[src/rtl/divider_arbiter_32_if.sv]
// Request/response handshake bundle for the two clients of divider_arbiter_32.
// rsp_q/rsp_rem/rsp_dbz are shared and qualified by the per-port rsp valids.
interface divider_arbiter_32_if;
    logic        req0_valid;
    logic        req0_ready;
    logic [31:0] req0_a;
    logic [31:0] req0_b;
    logic        req0_signed;
    logic        req1_valid;
    logic        req1_ready;
    logic [31:0] req1_a;
    logic [31:0] req1_b;
    logic        req1_signed;
    logic        rsp0_valid;
    logic        rsp0_ready;
    logic        rsp1_valid;
    logic        rsp1_ready;
    logic [31:0] rsp_q;
    logic [31:0] rsp_rem;
    logic        rsp_dbz;

    modport master (
        output req0_valid, req0_a, req0_b, req0_signed,
        output req1_valid, req1_a, req1_b, req1_signed,
        output rsp0_ready, rsp1_ready,
        input  req0_ready, req1_ready, rsp0_valid, rsp1_valid,
        input  rsp_q, rsp_rem, rsp_dbz
    );

    modport slave (
        input  req0_valid, req0_a, req0_b, req0_signed,
        input  req1_valid, req1_a, req1_b, req1_signed,
        input  rsp0_ready, rsp1_ready,
        output req0_ready, req1_ready, rsp0_valid, rsp1_valid,
        output rsp_q, rsp_rem, rsp_dbz
    );
endinterface

[src/rtl/divider_arbiter_32.sv]
// Shares one external combinational unsigned divider between two requesters,
// round-robin arbitrated, with sign correction and divide-by-zero handling.
module divider_arbiter_32 #(
    parameter int SETTLE_CYCLES = 4
) (
    input  logic                 clk,
    input  logic                 reset,
    divider_arbiter_32_if.slave  bus,
    output logic [31:0]          div_a,
    output logic [31:0]          div_b,
    input  logic [31:0]          div_q,
    input  logic [31:0]          div_rem,
    output logic                 busy
);
    typedef enum logic [1:0] {IDLE, SETTLE, RESP} state_t;

    state_t      state_reg;
    logic        rr_ptr_reg;
    logic        id_reg;
    logic        sign_a_reg;
    logic        sign_b_reg;
    logic [3:0]  cnt_reg;
    logic [31:0] div_a_reg;
    logic [31:0] div_b_reg;
    logic [31:0] q_reg;
    logic [31:0] rem_reg;
    logic        dbz_reg;

    logic        grant;
    logic        ready0;
    logic        ready1;
    logic        accept;
    logic        rsp_accept;
    logic [31:0] sel_a;
    logic [31:0] sel_b;
    logic        sign_a_next;
    logic        sign_b_next;

    // A lone requester wins outright; a tie goes to the round-robin pointer.
    always_comb begin
        grant = rr_ptr_reg;
        if (bus.req0_valid && !bus.req1_valid)
            grant = 1'b0;
        else if (!bus.req0_valid && bus.req1_valid)
            grant = 1'b1;
    end

    assign ready0      = !reset && (state_reg == IDLE) && !grant && bus.req0_valid;
    assign ready1      = !reset && (state_reg == IDLE) &&  grant && bus.req1_valid;
    assign accept      = ready0 || ready1;
    assign sel_a       = grant ? bus.req1_a : bus.req0_a;
    assign sel_b       = grant ? bus.req1_b : bus.req0_b;
    assign sign_a_next = sel_a[31] && (grant ? bus.req1_signed : bus.req0_signed);
    assign sign_b_next = sel_b[31] && (grant ? bus.req1_signed : bus.req0_signed);
    assign rsp_accept  = (bus.rsp0_valid && bus.rsp0_ready) || (bus.rsp1_valid && bus.rsp1_ready);

    always_ff @(posedge clk or posedge reset) begin
        if (reset) begin
            state_reg  <= IDLE;
            rr_ptr_reg <= 1'b0;
            id_reg     <= 1'b0;
            sign_a_reg <= 1'b0;
            sign_b_reg <= 1'b0;
            cnt_reg    <= 4'd0;
            div_a_reg  <= 32'd0;
            div_b_reg  <= 32'd0;
            q_reg      <= 32'd0;
            rem_reg    <= 32'd0;
            dbz_reg    <= 1'b0;
        end else begin
            case (state_reg)
                IDLE: begin
                    if (accept) begin
                        id_reg     <= grant;
                        sign_a_reg <= sign_a_next;
                        sign_b_reg <= sign_b_next;
                        div_a_reg  <= sign_a_next ? 32'd0 - sel_a : sel_a;
                        div_b_reg  <= sign_b_next ? 32'd0 - sel_b : sel_b;
                        rr_ptr_reg <= ~grant;
                        if (sel_b == 32'd0) begin
                            q_reg     <= 32'hFFFF_FFFF;
                            rem_reg   <= sel_a;
                            dbz_reg   <= 1'b1;
                            state_reg <= RESP;
                        end else begin
                            cnt_reg   <= 4'(SETTLE_CYCLES - 1);
                            state_reg <= SETTLE;
                        end
                    end
                end
                SETTLE: begin
                    // div_q/div_rem are a multicycle path; sample only once the count expires.
                    if (cnt_reg == 4'd0) begin
                        q_reg     <= (sign_a_reg ^ sign_b_reg) ? 32'd0 - div_q : div_q;
                        rem_reg   <= sign_a_reg ? 32'd0 - div_rem : div_rem;
                        dbz_reg   <= 1'b0;
                        state_reg <= RESP;
                    end else begin
                        cnt_reg <= cnt_reg - 4'd1;
                    end
                end
                RESP: begin
                    if (rsp_accept)
                        state_reg <= IDLE;
                end
                default: state_reg <= IDLE;
            endcase
        end
    end

    assign bus.req0_ready = ready0;
    assign bus.req1_ready = ready1;
    assign bus.rsp0_valid = (state_reg == RESP) && !id_reg;
    assign bus.rsp1_valid = (state_reg == RESP) &&  id_reg;
    assign bus.rsp_q      = q_reg;
    assign bus.rsp_rem    = rem_reg;
    assign bus.rsp_dbz    = dbz_reg;
    assign div_a          = div_a_reg;
    assign div_b          = div_b_reg;
    assign busy           = (state_reg != IDLE);
endmodule

[src/flat_wrapper.sv]
// flat-port wrapper written by rule: the top's interface ports become plain ports
module divider_arbiter_32_flat 
#(
    parameter int SETTLE_CYCLES = 4
)
  (clk, reset, div_a, div_b, div_q, div_rem, busy, bus_req0_valid, bus_req0_a, bus_req0_b, bus_req0_signed, bus_req1_valid, bus_req1_a, bus_req1_b, bus_req1_signed, bus_rsp0_ready, bus_rsp1_ready, bus_req0_ready, bus_req1_ready, bus_rsp0_valid, bus_rsp1_valid, bus_rsp_q, bus_rsp_rem, bus_rsp_dbz);
  divider_arbiter_32_if bus_i ();
  input  logic clk;
  input  logic reset;
  output logic [31:0] div_a;
  output logic [31:0] div_b;
  input  logic [31:0] div_q;
  input  logic [31:0] div_rem;
  output logic busy;
  input wire logic [$bits(bus_i.req0_valid)-1:0] bus_req0_valid;
  input wire logic [$bits(bus_i.req0_a)-1:0] bus_req0_a;
  input wire logic [$bits(bus_i.req0_b)-1:0] bus_req0_b;
  input wire logic [$bits(bus_i.req0_signed)-1:0] bus_req0_signed;
  input wire logic [$bits(bus_i.req1_valid)-1:0] bus_req1_valid;
  input wire logic [$bits(bus_i.req1_a)-1:0] bus_req1_a;
  input wire logic [$bits(bus_i.req1_b)-1:0] bus_req1_b;
  input wire logic [$bits(bus_i.req1_signed)-1:0] bus_req1_signed;
  input wire logic [$bits(bus_i.rsp0_ready)-1:0] bus_rsp0_ready;
  input wire logic [$bits(bus_i.rsp1_ready)-1:0] bus_rsp1_ready;
  output wire logic [$bits(bus_i.req0_ready)-1:0] bus_req0_ready;
  output wire logic [$bits(bus_i.req1_ready)-1:0] bus_req1_ready;
  output wire logic [$bits(bus_i.rsp0_valid)-1:0] bus_rsp0_valid;
  output wire logic [$bits(bus_i.rsp1_valid)-1:0] bus_rsp1_valid;
  output wire logic [$bits(bus_i.rsp_q)-1:0] bus_rsp_q;
  output wire logic [$bits(bus_i.rsp_rem)-1:0] bus_rsp_rem;
  output wire logic [$bits(bus_i.rsp_dbz)-1:0] bus_rsp_dbz;
  assign bus_i.req0_valid = bus_req0_valid;
  assign bus_i.req0_a = bus_req0_a;
  assign bus_i.req0_b = bus_req0_b;
  assign bus_i.req0_signed = bus_req0_signed;
  assign bus_i.req1_valid = bus_req1_valid;
  assign bus_i.req1_a = bus_req1_a;
  assign bus_i.req1_b = bus_req1_b;
  assign bus_i.req1_signed = bus_req1_signed;
  assign bus_i.rsp0_ready = bus_rsp0_ready;
  assign bus_i.rsp1_ready = bus_rsp1_ready;
  assign bus_req0_ready = bus_i.req0_ready;
  assign bus_req1_ready = bus_i.req1_ready;
  assign bus_rsp0_valid = bus_i.rsp0_valid;
  assign bus_rsp1_valid = bus_i.rsp1_valid;
  assign bus_rsp_q = bus_i.rsp_q;
  assign bus_rsp_rem = bus_i.rsp_rem;
  assign bus_rsp_dbz = bus_i.rsp_dbz;
  divider_arbiter_32 #(.SETTLE_CYCLES(SETTLE_CYCLES)) u_core (.clk(clk), .reset(reset), .bus(bus_i), .div_a(div_a), .div_b(div_b), .div_q(div_q), .div_rem(div_rem), .busy(busy));
endmodule
[config.mk]
export PLATFORM = sky130hd
export DESIGN_NAME = divider_arbiter_32_flat
export DESIGN_NICKNAME = d
export VERILOG_FILES = /design/src/rtl/divider_arbiter_32_if.sv /design/src/rtl/divider_arbiter_32.sv /design/src/flat_wrapper.sv
export SDC_FILE = /design/constraint.sdc
export NUM_CORES = 1
export LEC_CHECK = 0
export BUFFER_PORTS_ARGS = -buffer_cell sky130_fd_sc_hd__buf_2
export CORE_UTILIZATION = 46
export DETAILED_ROUTE_END_ITERATION = 7
export PLACE_DENSITY = 0.79
export SLEW_MARGIN = 20
export SYNTH_ARGS = -nofsm -noshare
export SYNTH_HDL_FRONTEND = slang
export SYNTH_SLANG_ARGS = --single-unit
[constraint.sdc]
create_clock -name clk -period 4.94 [get_ports clk]
set_input_delay 0.247 -clock clk [delete_from_list [all_inputs] [get_ports clk]]
set_output_delay 0.247 -clock clk [all_outputs]
set_load 0.02 [all_outputs]
### Word-level counts from Yosys, hierarchy flattened

Cells that the tools add are included.

| storage, ports and cells | value |
|---|---|
| logic and storage cells | 85 |
| output and inout port bits | 134 |
| flip-flop bits (word level) | 139 |

| cells by class | value |
|---|---|
| bitwise logic cells | 2 |
| mux-type cells | 30 |
| reductions and logical operators | 29 |
| equality and inequality tests | 8 |
| add/subtract/negate cells | 5 |

Operators by type and width:

| operator | count |
|---|---|
| $mux 32 | 12 |
| $pmux 32 s2 | 2 |
| $sub 1x32->32 const A | 4 |
| $logic_not 32->1 | 1 |
| $logic_and 1x1->1 | 13 |
| $mux 4 | 3 |
| $mux 2 | 4 |
| $pmux 4 s2 | 1 |
| $reduce_and 4->1 | 2 |
| $mux 1 | 6 |
| $ne 2x1->1 const B | 3 |
| $ne 2x2->1 const B | 3 |
| $pmux 2 s3 | 1 |
| $logic_not 1->1 | 5 |
| $logic_not 4->1 | 1 |
| $reduce_bool 2->1 | 2 |
| $sub 4x1->4 const B | 1 |
| $reduce_and 3->1 | 1 |
| $eq 2x1->1 const B | 1 |
| $eq 2x2->1 const B | 1 |
| $logic_not 2->1 | 1 |
| $logic_or 1x1->1 | 2 |
| $pmux 1 s2 | 1 |
| $reduce_and 2->1 | 1 |
| other kinds (2) | 2 |

### Logic depth before layout (Yosys ltp)

| logic depth | value |
|---|---|
| depth in word-level cells | 10 |
| mapped depth | 14 |
| gate-level depth less buffers | 10 |

### Least setup slack after synthesis

No wires, ideal clock.

| timing path | value |
|---|---|
| path type | reg-to-reg |
| from | register u_core.rr_ptr_reg |
| to | register u_core.rem_reg[1] (netlist: u_core.bus.rsp_rem[1]) |
| library setup time | 0.125 ns |
| required time | 4.815 ns |
| slack | 1.928 ns |
| arrival | 2.887 ns |
| path buffers | 2 |
| stages on the path, launching flop included | 12 |
| cell sequence | dfrtp_1 -> nand2b_4 -> a21oi_4 -> buf_6 -> mux2i_1 -> ha_1 -> o31ai_1 -> nor4b_4 -> nand4_2 -> o21bai_4 -> buf_4 -> mux2_2 |

| between the ends | value |
|---|---|
| cells in the longest elaborated chain, start to end | 8 |

RTL lines:

| element | line | source |
|---|---|---|
| start: declaration | divider_arbiter_32.sv:18 | `logic rr_ptr_reg;` |
| start signal: assignment | divider_arbiter_32.sv:79 | `rr_ptr_reg <= ~grant;` |
| $mux 1 (*) | divider_arbiter_32.sv:44 | `else if (!bus.req0_valid && bus.req1_valid)` |
| $mux 1 (*) | divider_arbiter_32.sv:42 | `if (bus.req0_valid && !bus.req1_valid)` |
| branches (longest 6 deep; another with $mux 32) | n/a |  |
| end signal: assignment | divider_arbiter_32.sv:82 | `rem_reg <= sel_a;` |
| end signal: assignment | divider_arbiter_32.sv:95 | `rem_reg <= sign_a_reg ? 32'd0 - div_rem : div_rem;` |
| end: declaration | divider_arbiter_32.sv:26 | `logic [31:0] rem_reg;` |

Mark *: on every way between the ends. The select of a mux whose other input is x is not followed.
A chain may end at the register's enable or synchronous reset.

### Final worst setup path

| timing path | value |
|---|---|
| from | register u_core.rr_ptr_reg |
| to | register u_core.rem_reg[22] (netlist: u_core.bus.rsp_rem[22]) |

Same word-level chain as after synthesis.

==> impl_results.md <==
* Worst Skew at 0.0139 ns
* Placed Area at 11400 um2
* Hold WS at 0.0195 ns
* Worst Hold Class: in2async
* Synth Area in Adders at 0.786%
* CTS Buffer Depth at 2
* Drt wl/cell at 18.0 um
* R2r setup slk at 1.03 ns
* Die Height at 146 um
* Max Used Layer: met4
* Core area at 20300 um2
* Hpwl dp at 23500 um
* Share of layout cells above drive strength 1 at 32.2%
* Multiplexer share of the synthesized area at 6.74%
* Total gr overflow at 0
* Fin. Hold Viols at 0
* Launch point of the worst path: u_core.rr_ptr_reg
* FF-to-FF path depth at 10
* Critical path capture point type: register
* H-tree Lvls at 4
* Mapped Cells at 1118
* GPL Wtd Cong at 0.964
* Via count at 9537
* Largest family of logic cells by synthesized area: compound AO/OA/AOI/OAI gates
* Worst Setup EP: u_core.bus.rsp_rem[22]
* CTS Buf Count at 17
* Fin. max-slew vios at 0
* Most common cell after layout, fill and taps aside: buf_2
* Worst-path clk slew at 0.07 ns
* Sequential fraction of the synthesis area at 36.4%
* Synth Area in Simple Gates at 19.3%
* Clock Latency Late Sink at 0.42 ns
* Gr usage total at 28.6%
* Compound-Gate Fraction of Synth Area at 21.2%
* Asr flop ratio synth at 100%
* Final Util at 59.0%
* Arrival time worst endpoint at 4.25 ns
* Via-to-Cell Ratio at 5.60
* Met1 wire length at 12300 um
* Die Width at 146 um
* Status: completed
* Starting Density at 47.1%
* Initial drt markers at 474
* Residual DRC at 0
* Final worst path period share at 79.2%
* RR Endpoint: u_core.bus.rsp_rem[22]
* PortBufs at 333
* Pin count of the biggest net entering global routing at 100
* Synth unique cells at 69
* Clock Root Buffer: clkbuf_16
* Io pins at 334
* Leak at 0.00556 uW
* Final Cell Area at 12000 um2
* Vias in the first global route at 9140
* Die area at 21300 um2
* Postcts setup bufs at 0
* Synth Warn # at 0
* Hold_buf cts at 0
* WL final at 30600 um
* Max_slew headroom at 33.9%
* Post-Synthesis Cell Area at 9550 um2
* Setup TNS at 0 ns
* Sink Count at 139
* FMAX at 0.255 GHz
* Antenna violations before repair at 1
* Unrepaired setup endpoints after global routing: no
* Dominant synthesized flop cell: dfrtp_1
* Syn_area_per_cell at 8.55 um2
* DR WL met2 at 15300 um
* Xor and xnor area share after synthesis at 10.5%
* Max-cap viol count at 0
* FF-to-FF Start: u_core.rr_ptr_reg
* ANT nets after route at 0
* Setup Crit Path Kind: reg2reg
* Number of flops mapped to enable cells by yosys at 0
* Crit path required time at 5.28 ns
* CTS tree: built
* #FFs+latches synth at 139
* Worst slew pin tran at 0.988 ns
* Setup violators final at 0
* First-pass GRT wire length at 47800 um
* Critical path launch point type: register
* IR drop worst, VDD at 309 uV
* CTS resizes at 0
* Crit path time final at 3.91 ns
* Metal3 WL at 1930 um
* Area growth syn-to-layout at 25.4%
* Most frequent cells in the layout: 333 x buf_2, 138 x dfrtp_1, 131 x nand2_1
* Post-synthesis net count at 1324
* CP Max Fanout at 31
* First drt pass iteration count at 5
* Total power per unit cell area at 610 nW/um2
* Nets at 1624
* Site row count at 52
## worst max-delay path: stages, from the launching register on
cell,delay (ns)
dfrtp_1,0.43
nand2b_4,0.27
a21oi_4,0.27
buf_4,0.36
mux2i_1,0.48
nor4b_4,0.47
nand4_2,0.29
o21bai_4,0.68
buf_4,0.31
o211ai_1,0.11
o21ai_0,0.13
## cells by family after synthesis
kind of cell / Yosys count
simple gates: 372
mux: 61
xor+xnor: 115
buf+inv: 102
fa+ha+maj: 6
compound gates: 323
flops: 139
## how the worst min path moves through the flow
| stage | from | to | slack, ns | cells past startpoint |
|---|---|---|---|---|
| after CTS | reset | u_core.div_b[12] | 0.07 | 2 |
| after global placement | u_core.div_b[11] | u_core.div_b[11] | 0.46 | 2 |
| final | reset | u_core.div_b[12] | 0.02 | 2 |
| after detailed placement | u_core.div_a[3] | u_core.div_a[3] | 0.47 | 2 |
| after floorplan | div_q[0] | u_core.bus.rsp_q[0] | 0.44 | 2 |
| after global routing | reset | u_core.div_b[20] | 0.11 | 2 |
## cell usage after synthesis, types with 5 or more instances
cell type / instances / area share (%)
a211oi_1: 21 / 1.7
nand2_1: 131 / 5.1
a41oi_1: 8 / 0.73
nor4_1: 6 / 0.39
and3_1: 9 / 0.59
o22ai_1: 26 / 1.7
nand3_1: 11 / 0.58
a21oi_2: 16 / 1.5
nor3_1: 18 / 0.94
o41ai_1: 7 / 0.64
nand2b_1: 25 / 1.6
or4_1: 6 / 0.47
o21ai_1: 6 / 0.31
a21oi_1: 55 / 2.9
or3_1: 11 / 0.72
buf_6: 8 / 0.94
and2_1: 5 / 0.33
a31oi_1: 17 / 1.1
clkbuf_1: 40 / 1.6
ha_1: 6 / 0.79
mux2i_1: 42 / 4.4
dfrtp_1: 139 / 36
o211ai_1: 22 / 1.7
inv_1: 31 / 1.2
o31ai_1: 16 / 1.3
xor2_1: 53 / 4.9
mux2_2: 15 / 1.8
xnor2_1: 62 / 5.7
nor2_1: 97 / 3.8
or2_2: 20 / 1.3
o21ai_0: 110 / 5.8
buf_2: 18 / 0.94
## layout make-up
cell class	instances	area (um2)
fillers	1851	8320
multi-input cells	877	5620
flip-flops and latches	139	3480
repair buffers	352	1810
clock buffers	19	453
well taps	270	338
clock inverters	13	158
inverters	31	121
diodes	2	5.00
## where the power goes
| part | internal, uW | switching (uW) | leakage (uW) |
|---|---|---|---|
| combinational | 1420 | 2470 | 0.00360 |
| clock | 786 | 545 | 0.000291 |
| sequential | 1690 | 383 | 0.00167 |
## through the flow
stage / std cells / power, uW / setup slack (ns)
2_1_floorplan: 1118 / 4750 / 0.968
3_3_place_gp: 1669 / 5890 / 1.23
3_5_place_dp: 1669 / 5980 / 1.08
4_1_cts: 1701 / 7330 / 1.08
5_1_grt: 1702 / 7790 / 0.812
6_report: 1703 / 7310 / 1.03
## per-layer routing
| layer | GRT usage (%) | up-vias |
|---|---|---|
| met1 | 34.9 | 4500 |
| li1 | - | 4563 |
| met2 | 49.2 | 405 |
| met4 | 13.2 | 0 |
| met5 | 0 | - |
| met3 | 5.22 | 69 |
Power figures use the tool's default switching activity.
